==> src/rtl/countdown_timer.sv <==
// Programmable down-counting timer: load a start value, decrement once every PRESCALE
// enabled clocks, pulse expired_o for one cycle when the count reaches zero.
// Optional build macro COUNTDOWN_TIMER_AUTO_RELOAD_EN: on expiry reload the last nonzero
// start value and keep running instead of stopping in IDLE.
module countdown_timer #(
  parameter int WIDTH    = 8,
  parameter int PRESCALE = 8
) (
  input  logic             clock_i,
  input  logic             reset_i,
  input  logic             enable_i,
  input  logic             load_i,
  input  logic [WIDTH-1:0] load_value_i,
  output logic [WIDTH-1:0] count_o,
  output logic             busy_o,
  output logic             expired_o
);

  // A PRESCALE of 1 still needs a one-bit prescale counter that simply stays at zero.
  localparam int PS_W = (PRESCALE > 1) ? $clog2(PRESCALE) : 1;
  localparam logic [PS_W-1:0] PS_LAST = PS_W'(PRESCALE - 1);

  localparam logic [0:0] ST_IDLE = 1'b0;
  localparam logic [0:0] ST_RUN  = 1'b1;

  logic [0:0]       state_q, state_d;
  logic [WIDTH-1:0] count_q, count_d;
  logic [PS_W-1:0]  ps_q, ps_d;
  logic             expired_q, expired_d;
`ifdef COUNTDOWN_TIMER_AUTO_RELOAD_EN
  logic [WIDTH-1:0] reload_q, reload_d;
`endif

  // Next-state logic: a load overrides everything, otherwise count only while running and enabled.
  always_comb begin
    state_d   = state_q;
    count_d   = count_q;
    ps_d      = ps_q;
    expired_d = 1'b0;
`ifdef COUNTDOWN_TIMER_AUTO_RELOAD_EN
    reload_d  = reload_q;
`endif
    if (load_i) begin
      count_d = load_value_i;
      ps_d    = '0;
      if (load_value_i != '0) begin
        state_d = ST_RUN;
`ifdef COUNTDOWN_TIMER_AUTO_RELOAD_EN
        reload_d = load_value_i;
`endif
      end else begin
        state_d   = ST_IDLE;
        expired_d = 1'b1;
`ifdef COUNTDOWN_TIMER_AUTO_RELOAD_EN
        reload_d  = '0;
`endif
      end
    end else if (state_q == ST_RUN && enable_i) begin
      if (ps_q == PS_LAST) begin
        ps_d = '0;
        // Zero check precedes the decrement so the count can never wrap below zero.
        if (count_q == WIDTH'(1)) begin
          expired_d = 1'b1;
`ifdef COUNTDOWN_TIMER_AUTO_RELOAD_EN
          count_d   = reload_q;
`else
          count_d   = '0;
          state_d   = ST_IDLE;
`endif
        end else if (count_q != '0) begin
          count_d = count_q - WIDTH'(1);
        end
      end else begin
        ps_d = ps_q + PS_W'(1);
      end
    end
  end

  // State registers with synchronous, highest-priority reset.
  always_ff @(posedge clock_i) begin
    if (reset_i) begin
      state_q   <= ST_IDLE;
      count_q   <= '0;
      ps_q      <= '0;
      expired_q <= 1'b0;
`ifdef COUNTDOWN_TIMER_AUTO_RELOAD_EN
      reload_q  <= '0;
`endif
    end else begin
      state_q   <= state_d;
      count_q   <= count_d;
      ps_q      <= ps_d;
      expired_q <= expired_d;
`ifdef COUNTDOWN_TIMER_AUTO_RELOAD_EN
      reload_q  <= reload_d;
`endif
    end
  end

  assign count_o   = count_q;
  assign busy_o    = (state_q == ST_RUN);
  assign expired_o = expired_q;

endmodule

==> config.mk <==
export PLATFORM = sky130hd
export DESIGN_NAME = countdown_timer
export DESIGN_NICKNAME = d
export VERILOG_FILES = /design/src/rtl/countdown_timer.sv
export SDC_FILE = /design/constraint.sdc
export NUM_CORES = 1
export LEC_CHECK = 0
export BUFFER_PORTS_ARGS = -buffer_cell sky130_fd_sc_hd__buf_2
export CAP_MARGIN = 40
export CORE_MARGIN = 5
export CORE_UTILIZATION = 51
export DETAILED_ROUTE_END_ITERATION = 10
export PLACE_DENSITY = 0.77
export SYNTH_ARGS = -nofsm -noshare
export SYNTH_HDL_FRONTEND = slang
export SYNTH_SLANG_ARGS = --single-unit
==> constraint.sdc <==
create_clock -name clock_i -period 2.6 [get_ports clock_i]
set_clock_uncertainty 0.15 [all_clocks]
set_input_delay 0.52 -clock clock_i [delete_from_list [all_inputs] [get_ports clock_i]]
set_output_delay 0.52 -clock clock_i [all_outputs]
set_load 0.005 [all_outputs]
==> key figures, run 1 <==
Critical path
  – Required arrival time at the worst endpoint: 2.61 ns
  – Max Fanout on Critical Path: 9
  – Kind of launch point of the worst setup path: register
  – CP endpoint kind: register
  – Crit Path Class: register to register
  – Arrival time of data at the critical path endpoint: 2.07 ns

Global routing
  – First-pass GRT wire length: approximately 4.0 mm
  – Global routing usage on met1: 0.2628
  – Overflow left after global routing: 0
  – Antenna violations before repair: 0
  – Via count of the first global-routing pass: 863
  – Maximum number of pins on one net before global-route repair: 25
  – Met2 track demand over resource: 0.2955
  – GRT Resource Usage Total: 0.1998
  – Met3 capacity usage during global routing: 0.03846
  – Global routing's busiest layer: met2

Finish
  – Area Growth Syn to Fin: 16.86%
  – Fraction of final layout cells sized beyond drive strength 1: 0.2541
  – Number of diodes: 0
  – Total area of sequential cells: between 200 and 300 um^2
  – Final #Nets: 140
  – Number of fillers in the final layout: 146
  – Multi-input combinational cell area: 546.8 um^2
  – Fin cells: 138
  – Finished Cell Area: 988.4 um^2

STA
  – Smallest hold slack: 0.4011 ns
  – Slew @ Worst Pin: 0.5471 ns
  – Worst-case setup margin in the final layout: 0.5482 ns
  – Max Transition Viols Final: 0
  – Relative slew slack: 0.6345
  – Setup repair after global routing missed its margin: no
  – Final Hold Viols: 0
  – Summed negative setup slack over all endpoints: 0 ns
  – Maximum clock frequency: 487.4 MHz
  – Final worst path period share: 0.7891
  – Setup violators final: 0
  – Final min period: approximately 2 ns

Power
  – Static leakage: 0.4315 nW
  – Maximum ir drop on the vdd rail: 409.6 uV
  – Power Dens Cells: ~540 nW/um^2

Synthesis
  – Cell types occupying the most area after synthesis: dfxtp_1, ha_1, a21oi_1
  – Share of synthesized area occupied by flip-flops and latches: 0.3077
  – Number of library cell types mapped by synthesis: 40
  – Yosys warns: 0
  – Nets in the synthesized netlist: between 100 and 150
  – Mean area per synthesized cell: 8.458 um^2
  – Top cell type's share of synthesized area: 0.3077
  – Number of instances in the synthesized netlist: 100
  – Synth area leader: dfxtp_1
  – Netlist area before placement: 845.8 um^2
  – Flop and latch count out of synthesis: 13

CTS
  – Later-pin clock latency in the skew report: about 0.29 ns
  – Number of levels in the clock H-tree: 1
  – PostCTS Resize Cnt: 0
  – Number of sinks handled by clock tree synthesis: 13
  – Number of CTS-inserted buffers: 3
  – TritonCTS clock tree: built
  – Count of hold-fix buffers inserted at cts: 0
  – CTS root buf: clkbuf_4
  – Maximum buffer depth of the clock tree: 2
  – Clk pin slew, worst setup/hold paths: 0.09 ns
  – Buffers inserted by post-CTS timing repair: 0

Job
  – Max-capacitance violation count: 0

Floorplanning
  – Die area: approximately 2600 um^2
  – Starting density of the core: 0.5487
  – Width of the die: 50.73 um
  – Core Rows: 14
  – I/O pin count: 22
  – Core outline area: 1541 um^2
  – Die extent in y: 50.73 um

Placed design
  – Placed cell count: between 100 and 150
  – Count of input and output buffers: 21
  – Post-Place Cell Area: 962.2 um^2
  – Estimated wirelength of the detail-placed design: between 1.5 and 2 mm
  – Final weighted congestion in routability-driven placement: between 0.8 and 0.9
  – Pre-CTS worst setup slack: 0.5503 ns

Worst hold path
  – Worst min-delay path category: primary input to register

Route
  – Number of routed nets with antenna violations: 0
  – Number of iterations in the first detailed-routing pass: 7
  – Total via count after detailed routing: 896
  – Number of violations reported at the end of detailed-routing iteration 0: 24
  – Average via count per standard cell: 6.493
  – Post-DR wirelength/cell: around 17 um
  – Post-route DRC violation count: 0
  – Final wirelength: between 2 and 2.5 mm

Outcome
  – Run status: finished clean
[synth_stat cells, drive strengths merged]
library cell / instances
o311ai: 2
and2: 5
nor3: 5
a211oi: 4
o211ai: 1
or3b: 1
a22oi: 2
ha: 5
nor4: 3
nor3b: 2
buf: 2
dfxtp: 13
and3: 1
clkbuf: 2
nand3: 3
a21o: 1
a31oi: 2
a211o: 1
a21oi: 8
o41ai: 1
a41oi: 1
a2111oi: 3
nand3b: 1
or3: 2
a2111o: 1
nand2: 6
mux2i: 3
o21ai: 6
o22ai: 1
inv: 6
nor2: 4
or4: 2
[routing by layer]
metal  vias up  share of wire
li1        430              -
met5         -              0
met4         0          0.034
met1       403           0.44
met2        51           0.46
met3        12          0.065
[state kept, by name (all words and copies together), names as in the netlist]
register	cells
busy_o	1
count_o	8
expired_o	1
ps_q	3
[critical path, cell delays in order (launching register included)]
cell and delay, ns:
dfxtp_1 0.38, inv_1 0.11, ha_1 0.17, nor3b_1 0.48
a41oi_2 0.35, o21ai_1 0.22, a21oi_2 0.07
[final timing paths]
kind	startpoint	end	slack, ns	cells after the start
worst max register to register	count_o[0]	count_o[5]	0.55	6
worst min-delay path	load_value_i[3]	expired_o	0.40	4
worst max-delay path	count_o[0]	count_o[5]	0.55	6
worst min register to register	ps_q[2]	ps_q[2]	0.40	2
[power breakdown]
part	switching (mW)	total, mW	leakage [nW]	internal, mW
Sequential	0.0230	0.236	0.107	0.213
Clock	0.0687	0.128	0.0150	0.0596
Combinational	0.0949	0.169	0.310	0.0740
[cell usage in the layout, fill, tap and decap left out, drive strengths merged, types with 3 or more instances in the layout]
cell type and n:
dfxtp 13, nor3 5, nor2 4, a211oi 4, nand2 6, nor4 3, clkbuf 4, mux2i 3
o21ai 6, a2111oi 3, nand3 3, a21oi 8, ha 5, and2 5, inv 6, buf 22
[cell families after synthesis]
family          count (synthesis)  share of synthesized area
flops                          13                     0.3077
buf+inv                        10                    0.04585
simple gates                   35                     0.2515
fa+ha+maj                       5                    0.07396
mux                             3                    0.03550
compound gates                 34                     0.2855
[through the flow]
step | total power [mW] | util
2_1_floorplan | 0.3489 | -
3_3_place_gp | 0.4029 | 0.6242
3_5_place_dp | 0.4048 | 0.6242
4_1_cts | 0.5343 | 0.6412
5_1_grt | 0.5786 | 0.6412
6_report | 0.5336 | 0.6412
[cell type report]
cell class / instances / area share
tap: 16 / 0.02025
multi-input combinational: 77 / 0.5532
sequential: 13 / 0.2633
inverter: 6 / 0.02278
timing repair buffer: 22 / 0.1139
clock buffer: 4 / 0.02658
Note: power is estimated with default switching activity, not from simulation.
==> run 2: changes to the inputs <==
- clock period: 2.6 -> 2.09 ns (I/O delays scaled with it)
==> run 2 against run 1 <==
  * Worst setup slack worse by 0.44 ns
  * Sequential share of layout area is 0.59 points lower
  * Core utilization is 1.5 points higher
  * Register-to-register slack worse by 0.44 ns
  * Critical path depth stayed put
  * Non-clock buffer count is 2 higher
  * Sequential cell count stayed put
  * Clock power is 28% higher
  * Sequential power is 25% higher
  * Cell count is 1.4% higher
  * Critical path type unchanged
  * Highest routed layer unchanged
  * Power is 27% higher
  * First-iteration DRC count is 46% higher
==> key figures, run 2 (synthesis results as in run 1) <==
Outcome
  – Run status: finished clean

Finish
  – Number of fillers in the final layout: 144 (-1.4%)
  – Number of diodes: 0 (unchanged)
  – Leading cell type in the layout, fill and taps excluded: buf_2
  – Largest register FFs: 8 (unchanged)
  – Final #Nets: 142 (+1.4%)
  – Total area of sequential cells: 260.3 um^2 (unchanged)
  – Top library cells by usage in the layout, fill and taps aside: buf_2, dfxtp_1, a21oi_1
  – Fraction of final layout cells sized beyond drive strength 1: 0.2742 (+0.02010)
  – Fin cells: 140 (+1.4%)
  – Multi-input combinational cell area: 554.3 um^2 (+1.4%)
  – Area Growth Syn to Fin: 19.53%

CTS
  – CTS root buf: clkbuf_4
  – Maximum buffer depth of the clock tree: 2 (unchanged)
  – Number of CTS-inserted buffers: 3 (unchanged)
  – Clk pin slew, worst setup/hold paths: 0.09 ns (about the same)
  – Buffers inserted by post-CTS timing repair: 0 (unchanged)
  – Number of sinks handled by clock tree synthesis: 13 (unchanged)
  – Number of levels in the clock H-tree: 1 (unchanged)
  – Later-pin clock latency in the skew report: 0.28 ns (about the same)
  – Count of hold-fix buffers inserted at cts: 0 (unchanged)
  – TritonCTS clock tree: built

Floorplanning
  – Core Rows: 14 (unchanged)
  – Die extent in y: 50.73 um (unchanged)
  – I/O pin count: 22 (unchanged)
  – Die area: 2573 um^2 (unchanged)
  – Starting density of the core: 0.5487 (unchanged)
  – Core outline area: 1541 um^2 (unchanged)
  – Width of the die: 50.73 um (unchanged)

STA
  – Setup repair after global routing missed its margin: no
  – Maximum clock frequency: 504.5 MHz (+3.5%)
  – Slew @ Worst Pin: 0.5140 ns (-0.03316 ns)
  – Setup violators final: 0 (unchanged)
  – Final worst path period share: 0.9484 (+0.1593)
  – Final Hold Viols: 0 (unchanged)
  – Max Transition Viols Final: 0 (unchanged)
  – Summed negative setup slack over all endpoints: 0 ns (unchanged)
  – Final min period: 1.982 ns (-0.06963 ns)
  – Relative slew slack: 0.6559 (+0.02140)

Route
  – Detailed-routed wire length on met3: 255 um (+71%)
  – Final wirelength: 2.391 mm (+4.9%)
  – Total via count after detailed routing: 907 (+1.2%)
  – Routed length on met2: 1.051 mm (+0.77%)
  – Number of violations reported at the end of detailed-routing iteration 0: 35 (+46%)
  – Number of iterations in the first detailed-routing pass: 4 (-3)
  – Average via count per standard cell: 6.479 (-0.22%)
  – Met1 wire length: 1.043 mm (+3.4%)
  – Top Metal Used: met4
  – Post-DR wirelength/cell: 17.08 um (+3.4%)
  – Number of routed nets with antenna violations: 0 (unchanged)
  – Post-route DRC violation count: 0 (unchanged)

Power
  – Maximum ir drop on the vdd rail: 361.5 uV (-12%)
  – Power Dens Cells: 668.2 nW/um^2 (+24%)
  – Static leakage: 0.4414 nW (+2.3%)

Worst hold path
  – Hold Path Depth: 4 (unchanged)
  – Worst min-delay path category: primary input to register

Critical path
  – Max Fanout on Critical Path: 7 (-2)
  – Crit Path Class: register to register
  – Arrival time of data at the critical path endpoint: 1.99 ns (-0.08 ns)
  – Worst path buffer plus inverter count: 1 (unchanged)
  – Cell Chain, Critical Path: inv_1 > ha_1 > or3b_1 > a211o_1 > o311ai_2 > a21oi_1
  – Max incr delay on CP: 0.40 ns (-0.08 ns)
  – Kind of launch point of the worst setup path: register
  – CP endpoint kind: register
  – FF-to-FF path depth: 6 (unchanged)
  – Number of logic stages on the critical path including buffering: 6 (unchanged)
  – Required arrival time at the worst endpoint: 2.10 ns (-0.51 ns)
  – Worst path top cell family by delay: compound AO/OA/AOI/OAI gates
  – Crit-path slowest cell: or3b_1
  – Flop-to-flop setup slack: 0.11 ns (-0.44 ns)

Global routing
  – Via count of the first global-routing pass: 807 (-6.5%)
  – Overflow left after global routing: 0 (unchanged)
  – GRT Resource Usage Total: 0.1796 (-0.02012)
  – First-pass GRT wire length: 3.657 mm (-7.8%)
  – Antenna violations before repair: 0 (unchanged)
  – Maximum number of pins on one net before global-route repair: 15 (-40%)

Job
  – Max-capacitance violation count: 0 (unchanged)

Placed design
  – Estimated wirelength of the detail-placed design: 1.718 mm (+6.2%)
  – Placed cell count: 136 (+1.5%)
  – Final weighted congestion in routability-driven placement: 0.9292 (+3.8%)
  – Count of input and output buffers: 21 (unchanged)
run 2: final cells by class:
class	instances	area share
Clock buffer	4	0.02599
Inverter	6	0.02228
Multi-Input combinational cell	77	0.5483
Sequential cell	13	0.2574
Tap cell	16	0.01980
Timing Repair Buffer	24	0.1262
run 2: path summary, 6_finish.rpt:
path / from / end
setup / recovery: count_o[0] / count_o[6]
hold reg to reg: count_o[6] / count_o[6]
setup reg to reg: count_o[0] / count_o[6]
hold / removal: load_value_i[3] / expired_o
run 2: routing by layer:
layer | track usage | up-vias
met2 | 0.2686 | 53
met1 | 0.2531 | 413
met4 | 0.05532 | 0
li1 | - | 435
met3 | 0.04142 | 6
met5 | 0 | -
run 2: what timing repair did:
action                                  CTS  global route
endpoints found under the hold margin     0             0
endpoints found under the setup margin    0             1
resized for setup                         0             1
run 2: per-stage QoR:
| step | setup slack [ns] | instance area [um^2] | utilization | power (mW) | hold slack, ns |
|---|---|---|---|---|---|
| 2_1_floorplan | 0.2781 | 845.8 | - | 0.4341 | 0.3408 |
| 3_3_place_gp | 0.1941 | 977.2 | 0.6339 | 0.5020 | 0.3634 |
| 3_5_place_dp | 0.1374 | 977.2 | 0.6339 | 0.5083 | 0.3743 |
| 5_1_grt | 0.007407 | 1011 | 0.6558 | 0.7119 | 0.3304 |
| 4_1_cts | 0.1215 | 1003 | 0.6510 | 0.6651 | 0.3342 |
| 6_report | 0.1078 | 1011 | 0.6558 | 0.6755 | 0.3166 |
run 2: tightest hold or removal path: cells and delay by family:
kind	cells	cell delay [ns]
AOI/OAI and AO/OA	1	0.08
and+or+nand+nor	2	0.12
buffers and inverters	1	0.08
run 2: power breakdown:
group / internal, mW / switching [mW]
registers: 0.265 / 0.0294
clock network: 0.0740 / 0.0898
logic: 0.0953 / 0.121
